--- src/rtl/alu_decode_stage.sv ---
// RV32I decode stage: instruction -> ALU control word and operand selects.
// One output register plus one skid register keep full throughput with a registered in_ready.
module alu_decode_stage #(
    parameter int unsigned CNT_W = 8
) (
    input  logic             clk,
    input  logic             rst,
    input  logic [31:0]      instr,
    input  logic             in_valid,
    output logic             in_ready,
    output logic             out_valid,
    input  logic             out_ready,
    output logic [3:0]       alu_control,
    output logic             use_imm,
    output logic [31:0]      imm,
    output logic [4:0]       rs1,
    output logic [4:0]       rs2,
    output logic [4:0]       rd,
    output logic             illegal,
    output logic [CNT_W-1:0] illegal_count
);

    localparam logic [6:0] OP_R      = 7'b0110011;
    localparam logic [6:0] OP_I      = 7'b0010011;
    localparam logic [6:0] OP_LOAD   = 7'b0000011;
    localparam logic [6:0] OP_STORE  = 7'b0100011;
    localparam logic [6:0] OP_BRANCH = 7'b1100011;

    localparam logic [3:0] ALU_SLL = 4'b0001;
    localparam logic [3:0] ALU_ADD = 4'b0010;
    localparam logic [3:0] ALU_SUB = 4'b0100;
    localparam logic [3:0] ALU_SLT = 4'b0101;
    localparam logic [3:0] ALU_XOR = 4'b0110;

    typedef struct packed {
        logic [3:0]  alu_control;
        logic        use_imm;
        logic [31:0] imm;
        logic [4:0]  rs1;
        logic [4:0]  rs2;
        logic [4:0]  rd;
        logic        illegal;
    } dec_t;

    logic [6:0]       opcode;
    logic [2:0]       f3;
    logic [6:0]       f7;
    logic [31:0]      imm_i;
    logic [31:0]      imm_s;
    logic             bad_c;
    dec_t             dec_c;
    dec_t             out_q;
    dec_t             skid_q;
    logic             out_valid_q;
    logic             skid_valid_q;
    logic             in_ready_q;
    logic [CNT_W-1:0] cnt_q;
    logic             accept_c;
    logic             load_out_c;

    assign opcode = instr[6:0];
    assign f3     = instr[14:12];
    assign f7     = instr[31:25];
    assign imm_i  = {{20{instr[31]}}, instr[31:20]};
    assign imm_s  = {{20{instr[31]}}, instr[31:25], instr[11:7]};

    // Combinational decode; illegal encodings collapse to a zeroed control word.
    always_comb begin
        dec_c     = '0;
        dec_c.rs1 = instr[19:15];
        dec_c.rs2 = instr[24:20];
        dec_c.rd  = instr[11:7];
        bad_c     = 1'b0;
        unique case (opcode)
            OP_R: begin
                unique case (f3)
                    3'b000: begin
                        if (f7 == 7'b0000000)      dec_c.alu_control = ALU_ADD;
                        else if (f7 == 7'b0100000) dec_c.alu_control = ALU_SUB;
                        else                       bad_c = 1'b1;
                    end
                    3'b001:  if (f7 == 7'd0) dec_c.alu_control = ALU_SLL; else bad_c = 1'b1;
                    3'b010:  if (f7 == 7'd0) dec_c.alu_control = ALU_SLT; else bad_c = 1'b1;
                    3'b100:  if (f7 == 7'd0) dec_c.alu_control = ALU_XOR; else bad_c = 1'b1;
                    default: bad_c = 1'b1;
                endcase
            end
            OP_I: begin
                dec_c.use_imm = 1'b1;
                dec_c.imm     = imm_i;
                unique case (f3)
                    3'b000: dec_c.alu_control = ALU_ADD;
                    3'b010: dec_c.alu_control = ALU_SLT;
                    3'b100: dec_c.alu_control = ALU_XOR;
                    3'b001: begin
                        dec_c.alu_control = ALU_SLL;
                        dec_c.imm         = {27'd0, instr[24:20]};
                        if (f7 != 7'd0) bad_c = 1'b1;
                    end
                    default: bad_c = 1'b1;
                endcase
            end
            OP_LOAD: begin
                dec_c.alu_control = ALU_ADD;
                dec_c.use_imm     = 1'b1;
                dec_c.imm         = imm_i;
            end
            OP_STORE: begin
                dec_c.alu_control = ALU_ADD;
                dec_c.use_imm     = 1'b1;
                dec_c.imm         = imm_s;
            end
            OP_BRANCH: dec_c.alu_control = ALU_SUB;
            default:   bad_c = 1'b1;
        endcase
        if (bad_c) begin
            dec_c.alu_control = 4'd0;
            dec_c.use_imm     = 1'b0;
            dec_c.imm         = 32'd0;
            dec_c.illegal     = 1'b1;
        end
    end

    assign accept_c   = in_valid & in_ready_q;
    assign load_out_c = ~out_valid_q | out_ready;

    // Output register refills from skid first, otherwise from the decoder.
    always_ff @(posedge clk or posedge rst) begin
        if (rst) begin
            out_q        <= '0;
            skid_q       <= '0;
            out_valid_q  <= 1'b0;
            skid_valid_q <= 1'b0;
            in_ready_q   <= 1'b1;
            cnt_q        <= '0;
        end else begin
            if (load_out_c) begin
                if (skid_valid_q) begin
                    out_q        <= skid_q;
                    out_valid_q  <= 1'b1;
                    skid_valid_q <= 1'b0;
                    in_ready_q   <= 1'b1;
                end else if (accept_c) begin
                    out_q       <= dec_c;
                    out_valid_q <= 1'b1;
                end else begin
                    out_valid_q <= 1'b0;
                end
            end else if (accept_c) begin
                skid_q       <= dec_c;
                skid_valid_q <= 1'b1;
                in_ready_q   <= 1'b0;
            end
            if (accept_c && dec_c.illegal && (cnt_q != {CNT_W{1'b1}})) begin
                cnt_q <= cnt_q + CNT_W'(1);
            end
        end
    end

    assign in_ready      = in_ready_q;
    assign out_valid     = out_valid_q;
    assign alu_control   = out_q.alu_control;
    assign use_imm       = out_q.use_imm;
    assign imm           = out_q.imm;
    assign rs1           = out_q.rs1;
    assign rs2           = out_q.rs2;
    assign rd            = out_q.rd;
    assign illegal       = out_q.illegal;
    assign illegal_count = cnt_q;

endmodule

--- config.mk ---
export PLATFORM = sky130hd
export DESIGN_NAME = alu_decode_stage
export DESIGN_NICKNAME = d
export VERILOG_FILES = /design/src/rtl/alu_decode_stage.sv
export SDC_FILE = /design/constraint.sdc
export NUM_CORES = 1
export LEC_CHECK = 0
export BUFFER_PORTS_ARGS = -buffer_cell sky130_fd_sc_hd__buf_4
export CAP_MARGIN = 20
export CORE_MARGIN = 3
export CORE_UTILIZATION = 57
export DETAILED_ROUTE_END_ITERATION = 16
export GPL_ROUTABILITY_DRIVEN = 0
export MAX_ROUTING_LAYER = met4
export PLACE_DENSITY = 0.94
export SYNTH_ARGS = -nofsm -noshare
export SYNTH_HDL_FRONTEND = slang
export SYNTH_SLANG_ARGS = --single-unit
--- constraint.sdc ---
create_clock -name clk -period 5 [get_ports clk]
set_input_delay 0.75 -clock clk [delete_from_list [all_inputs] [get_ports clk]]
set_output_delay 0.75 -clock clk [all_outputs]
set_load 0.005 [all_outputs]
# Yosys cells after proc, flatten, opt, wreduce, memory -nomap -nowiden
# Cells that the tools add are included.
word_totals:
  inputBits: 36
  ff_bits: 117
op_classes:
  n_reduce_logical: 14
  n_eq_ne: 11
  bitwise: 4
  n_mux: 28
  addsub: 1
op_table:
  columns: ["operator", "n"]
  rows:
  - ["$mux 53", 2]
  - ["$pmux 33 s3", 1]
  - ["$mux 37", 1]
  - ["$mux 32", 1]
  - ["$pmux 4 s4", 2]
  - ["$eq 7x6->1 const B", 3]
  - ["$mux 1", 13]
  - ["$mux 3", 4]
  - ["$pmux 3 s4", 1]
  - ["$reduce_or 3->1", 3]
  - ["$add 8x1->8 const B", 1]
  - ["$ne 8x8->1 const B", 1]
  - ["$eq 7x2->1 const B", 1]
  - ["$eq 7x5->1 const B", 1]
  - ["$eq 7x7->1 const B", 1]
  - ["$logic_not 7->1", 1]
  - ["$reduce_bool 7->1", 1]
  - ["$reduce_and 2->1", 3]
  - ["$pmux 1 s2", 2]
  - ["$reduce_bool 2->1", 2]
  - ["$eq 3x1->1 const B", 1]
  - ["$eq 3x2->1 const B", 1]
  - ["$eq 3x3->1 const B", 1]
  - ["$logic_not 3->1", 1]
  - ["7 further kinds", 9]

# Depth between registers and ports, before layout
depth:
  ltp_word: 8
  depth_mapped: 7

# Least setup slack after synthesis
# OpenSTA, ideal clock, no wires.
synth_path:
  path_type: "in2reg"
  startpoint: "input instr[13]"
  endpoint: "register cnt_q[1], in the netlist illegal_count[1]"
  t_arrival_ns: 2.116
  path_stages: 6
  path_slack_ns: 2.759
  setup_time_ns: 0.125
  path_cell_list: "buf_4 -> and2_1 -> o2111a_1 -> a211oi_4 -> nor2_2 -> mux2_4"
synth_between:
  elab_chain_cells: 7
  elab_cells_between_ends: 12
  cone_classes: "3 x eq/ne; 4 x mux; 5 x reduce/logical"
synth_lines:
  columns: ["item", "line", "text"]
  rows:
  - ["from (decl)", "8", "input logic [31:0] instr,"]
  - ["$eq 3x3->1 (tied with other cells)", "76, 91", null]
  - ["$reduce_or 3->1 (no line)", null, null]
  - ["$pmux 1 s2 (on tied branches)", "91, 76", null]
  - ["$pmux 1 s3 (*)", "74", "unique case (opcode)"]
  - ["$mux 1 (*)", "116", "if (bad_c) begin"]
  - ["$logic_and 1x1->1 (*) (2 in series)", "154", "if (accept_c && dec_c.illegal && (cnt_q != {CNT_W{1'b1}})) begin"]
  - ["to (signal assigned)", "155", "cnt_q <= cnt_q + CNT_W'(1);"]
  - ["to (decl)", "57", "logic [CNT_W-1:0] cnt_q;"]
# Mark *: on every way between the ends. The rest lies on a longest branch, timed or not.
# A chain may end at the register's enable or synchronous reset.

# Worst setup path after layout
layout_path:
  startpoint: "register skid_valid_q"
  endpoint: "register out_q (netlist bit imm[2])"
layout_between:
  elab_chain_cells: 2
  elab_cells_between_ends: 3
  cone_classes: "1 x mux; 2 x reduce/logical"
layout_lines:
  columns: ["item", "line", "text"]
  rows:
  - ["from (decl)", "55", "logic skid_valid_q;"]
  - ["from (signal assigned)", "133", "skid_valid_q <= 1'b0;"]
  - ["from (signal assigned)", "141", "skid_valid_q <= 1'b0;"]
  - ["from (signal assigned)", "151", "skid_valid_q <= 1'b1;"]
  - ["$reduce_bool 2->1 (no line)", null, null]
  - ["$reduce_and 2->1 (no line)", null, null]
  - ["to (signal assigned)", "139", "out_q <= skid_q;"]
  - ["to (decl)", "52", "dec_t out_q;"]
# Several ways; a longest one is shown, not always the timed one.

==> summary.txt <==
Setup path
  – Crit path from: skid_valid_q
  – WS Path Type: reg2reg
  – Reg2Reg Depth: 4
  – Worst Setup EP: imm[2]
  – FF-to-FF End: imm[2]
  – Max Fanout on Critical Path: 43
  – Startpoint types: flop
  – Worst Path Arrival: 2.86 ns
  – Worst-path cell chain: a21oi_1, nor2_1, o311ai_0, o21a_1
  – Crit. End Element: flop
  – Slowest cell delay on critical path: 0.96 ns
  – Crit path max-delay cell type: dfrtp_2
  – Worst EP required: 5.23 ns
  – R2R setup slack: 2.37 ns
  – Reg-to-Reg Start: skid_valid_q

CTS
  – Root Driver: clkbuf_8
  – Worst-Skew Late Latency: 0.33 ns
  – Clock transition at the registers of the reported paths: around 0.070 ns
  – Postcts setup bufs: 0
  – Max clock buf depth: 2
  – CTS Hold Buffers Added: 0
  – Post-CTS resize count: 0
  – Num Clock Sinks: 75
  – # H-tree levels: 3
  – CTS tree: built
  – Number of buffers created by CTS: 9

Detailed routing
  – DRT Wirelength: roughly 8100 microns
  – Via-to-Cell Ratio: 5.67
  – DR iter-0 viols: 274
  – Final ANT Viol Nets: 0
  – DRT Pass-1 Iters: 5
  – DRC viols: 0
  – Average wire per standard cell: roughly 16 microns
  – Via count: a little under 3k

Timing
  – Slew Limit Fails: 0
  – Worst-Margin Slew: 0.981 ns
  – Minimum clock period: 2.63 ns
  – Hold WS: around 0.48 ns
  – Slew headroom: 0.343
  – Upper clock frequency limit: 0.380 GHz
  – Clock skew: 0.00936 ns
  – Setup TNS: 0 ns
  – Final Setup Violations: 0
  – RSZ-0062 raised after global routing: no
  – Final period util: 0.527
  – Hold Vio Cnt, Final: 0

Global routing
  – Initial antenna violation count: 0
  – Global Route met2 Usage: 0.352
  – Number of global-route vias before repair: 2725
  – First-pass GRT wire length: 13400 microns
  – Largest net degree at the start of global routing: 47
  – Global route overflow: 0
  – Busiest grt layer: met2
  – All-Layer GR Usage: 0.234
  – Met1 track demand over resource: 0.324
  – Global routing usage on met3: 0.0323

Pwr
  – Net switching power figure: 242 uW
  – LEAKAGE: ~2.2 nW
  – Sw frac: 0.219
  – Maximum vdd ir drop: 0.167 mV
  – Power per cell area: 247 nW/um^2
  – Power Internal: 862 uW
  – Clock share of power: 0.389
  – Part of the power in registers: 0.549
  – Combinational Power Share: 0.061

Synthesis
  – Synth area leader: dfrtp_1
  – Cell variety after synth: 49
  – Yosys reg bits: between 70 and 80
  – Synth warn: 0
  – Post-Syn Area per Cell: 10.0 sq um
  – Most common cell in the netlist: dfrtp_1
  – Post-synth top cells: dfrtp_1, nand2_1, o21ai_0
  – Synth area leaders: dfrtp_1, nand2_1, mux2_2
  – Post-Syn Area: 3680 sq um
  – Asr flop ratio synth: 1.00
  – Synth top area share: 0.503
  – EDFF count, synth: 0
  – Net Count, Synth: between 400 and 500
  – Sequential cell area fraction in the yosys report: 0.510
  – Cell count after synthesis: 367
  – Main flop type after synthesis: dfrtp_1

Place
  – Placed Cells: 500
  – I/O Buffers: 97
  – DP HPWL: 5720 microns

Floorplanning
  – Chip Height: between 80 and 90 microns
  – Die Wd: 86.3 microns
  – I/O pin count: 99
  – Initial Util: 0.604
  – Core box area: slightly above 6000 sq um
  – Site Rows: 28
  – Die area: 7460 sq um

Hold path
  – Hold depth: 2
  – Hold Path Class: reg2reg

Layout
  – Nets: 473
  – Final cell count without fillers: 515
  – Layout area overhead: 21.2%
  – Share of cells above drive strength 1: 0.318
  – # diodes: 0

Outcome
  – Run status: finished, final reports clean

Job
  – Maxcap violations: 0
-- worst max-delay path: cells and delay by family (launching register included) --
| kind | cells | cell delay [ns] |
|---|---|---|
| AO/OA/AOI/OAI | 3 | 0.76 |
| flip-flops | 1 | 0.96 |
| AND/OR/NAND/NOR | 1 | 0.80 |
-- power groups by stage --
stage          Sequential (mW)  Clock (mW)  Combinational [mW]
6_report                 0.606       0.430              0.0676
5_1_grt                  0.606       0.466              0.0758
4_1_cts                  0.606       0.436              0.0681
3_5_place_dp             0.618           0              0.0678
3_3_place_gp             0.618           0              0.0660
2_1_floorplan            0.618           0              0.0317
-- stage by stage --
step            util  total power, mW  worst slack, ns  instance area [sq um]
2_1_floorplan      -            0.650             2.34                   3680
3_3_place_gp   0.703            0.684             2.48                   4280
3_5_place_dp   0.703            0.686             2.39                   4280
4_1_cts        0.732             1.11             2.38                   4460
5_1_grt        0.732             1.15             2.23                   4460
6_report       0.732             1.10             2.37                   4460
-- sequential cells by signal, summed over array words and instances (netlist names), 3 cells and up --
name / count
illegal_count: 8
rs2: 5
skid_q: 32
rs1: 5
imm: 12
alu_control: 3
rd: 5
-- how the worst min path moves through the flow --
stage	startpoint	to	slack (ns)
after floorplan	skid_q[16]	skid_q[16]	0.45
after global placement	skid_q[49]	skid_q[49]	0.46
after detailed placement	skid_q[20]	skid_q[20]	0.47
after CTS	skid_q[20]	skid_q[20]	0.48
after global routing	imm[8]	imm[8]	0.51
final	skid_q[20]	skid_q[20]	0.48
-- layer usage --
layer / part of all wire / wire length (microns)
met5: 0 / 0
met4: 0.018 / 142
met3: 0.064 / 520
met2: 0.48 / 3870
met1: 0.44 / 3540
-- area by class of cell --
type,instances,area [sq um]
clock buffer,12,135
clock inverter,3,40.0
fill,436,1640
inverter,5,18.8
multi-input combinational,245,1540
sequential,75,1880
tap,75,93.8
timing repair buffer,100,751
-- placed cells by master (no fill, tap or decap), types with 9 or more instances in the layout --
cell type,count
a21oi_1,11
buf_4,100
clkbuf_8,9
dfrtp_1,73
mux2_2,15
mux2i_1,15
nand2_1,62
nand3_1,26
nor2_1,9
o21ai_0,31
-- logic make-up (layout without fill, tap and decap cells) --
logic type	Yosys count	after routing	share of synthesized area
mux	31	31	0.0908
other cells	1	1	0.00102
fa+ha+maj	1	1	0.00340
xor+xnor	10	10	0.0238
buf+inv	47	120	0.0717
simple gates	124	124	0.160
compound gates	78	78	0.139
flops	75	75	0.510
No activity file was read; power rests on OpenSTA's default activity.
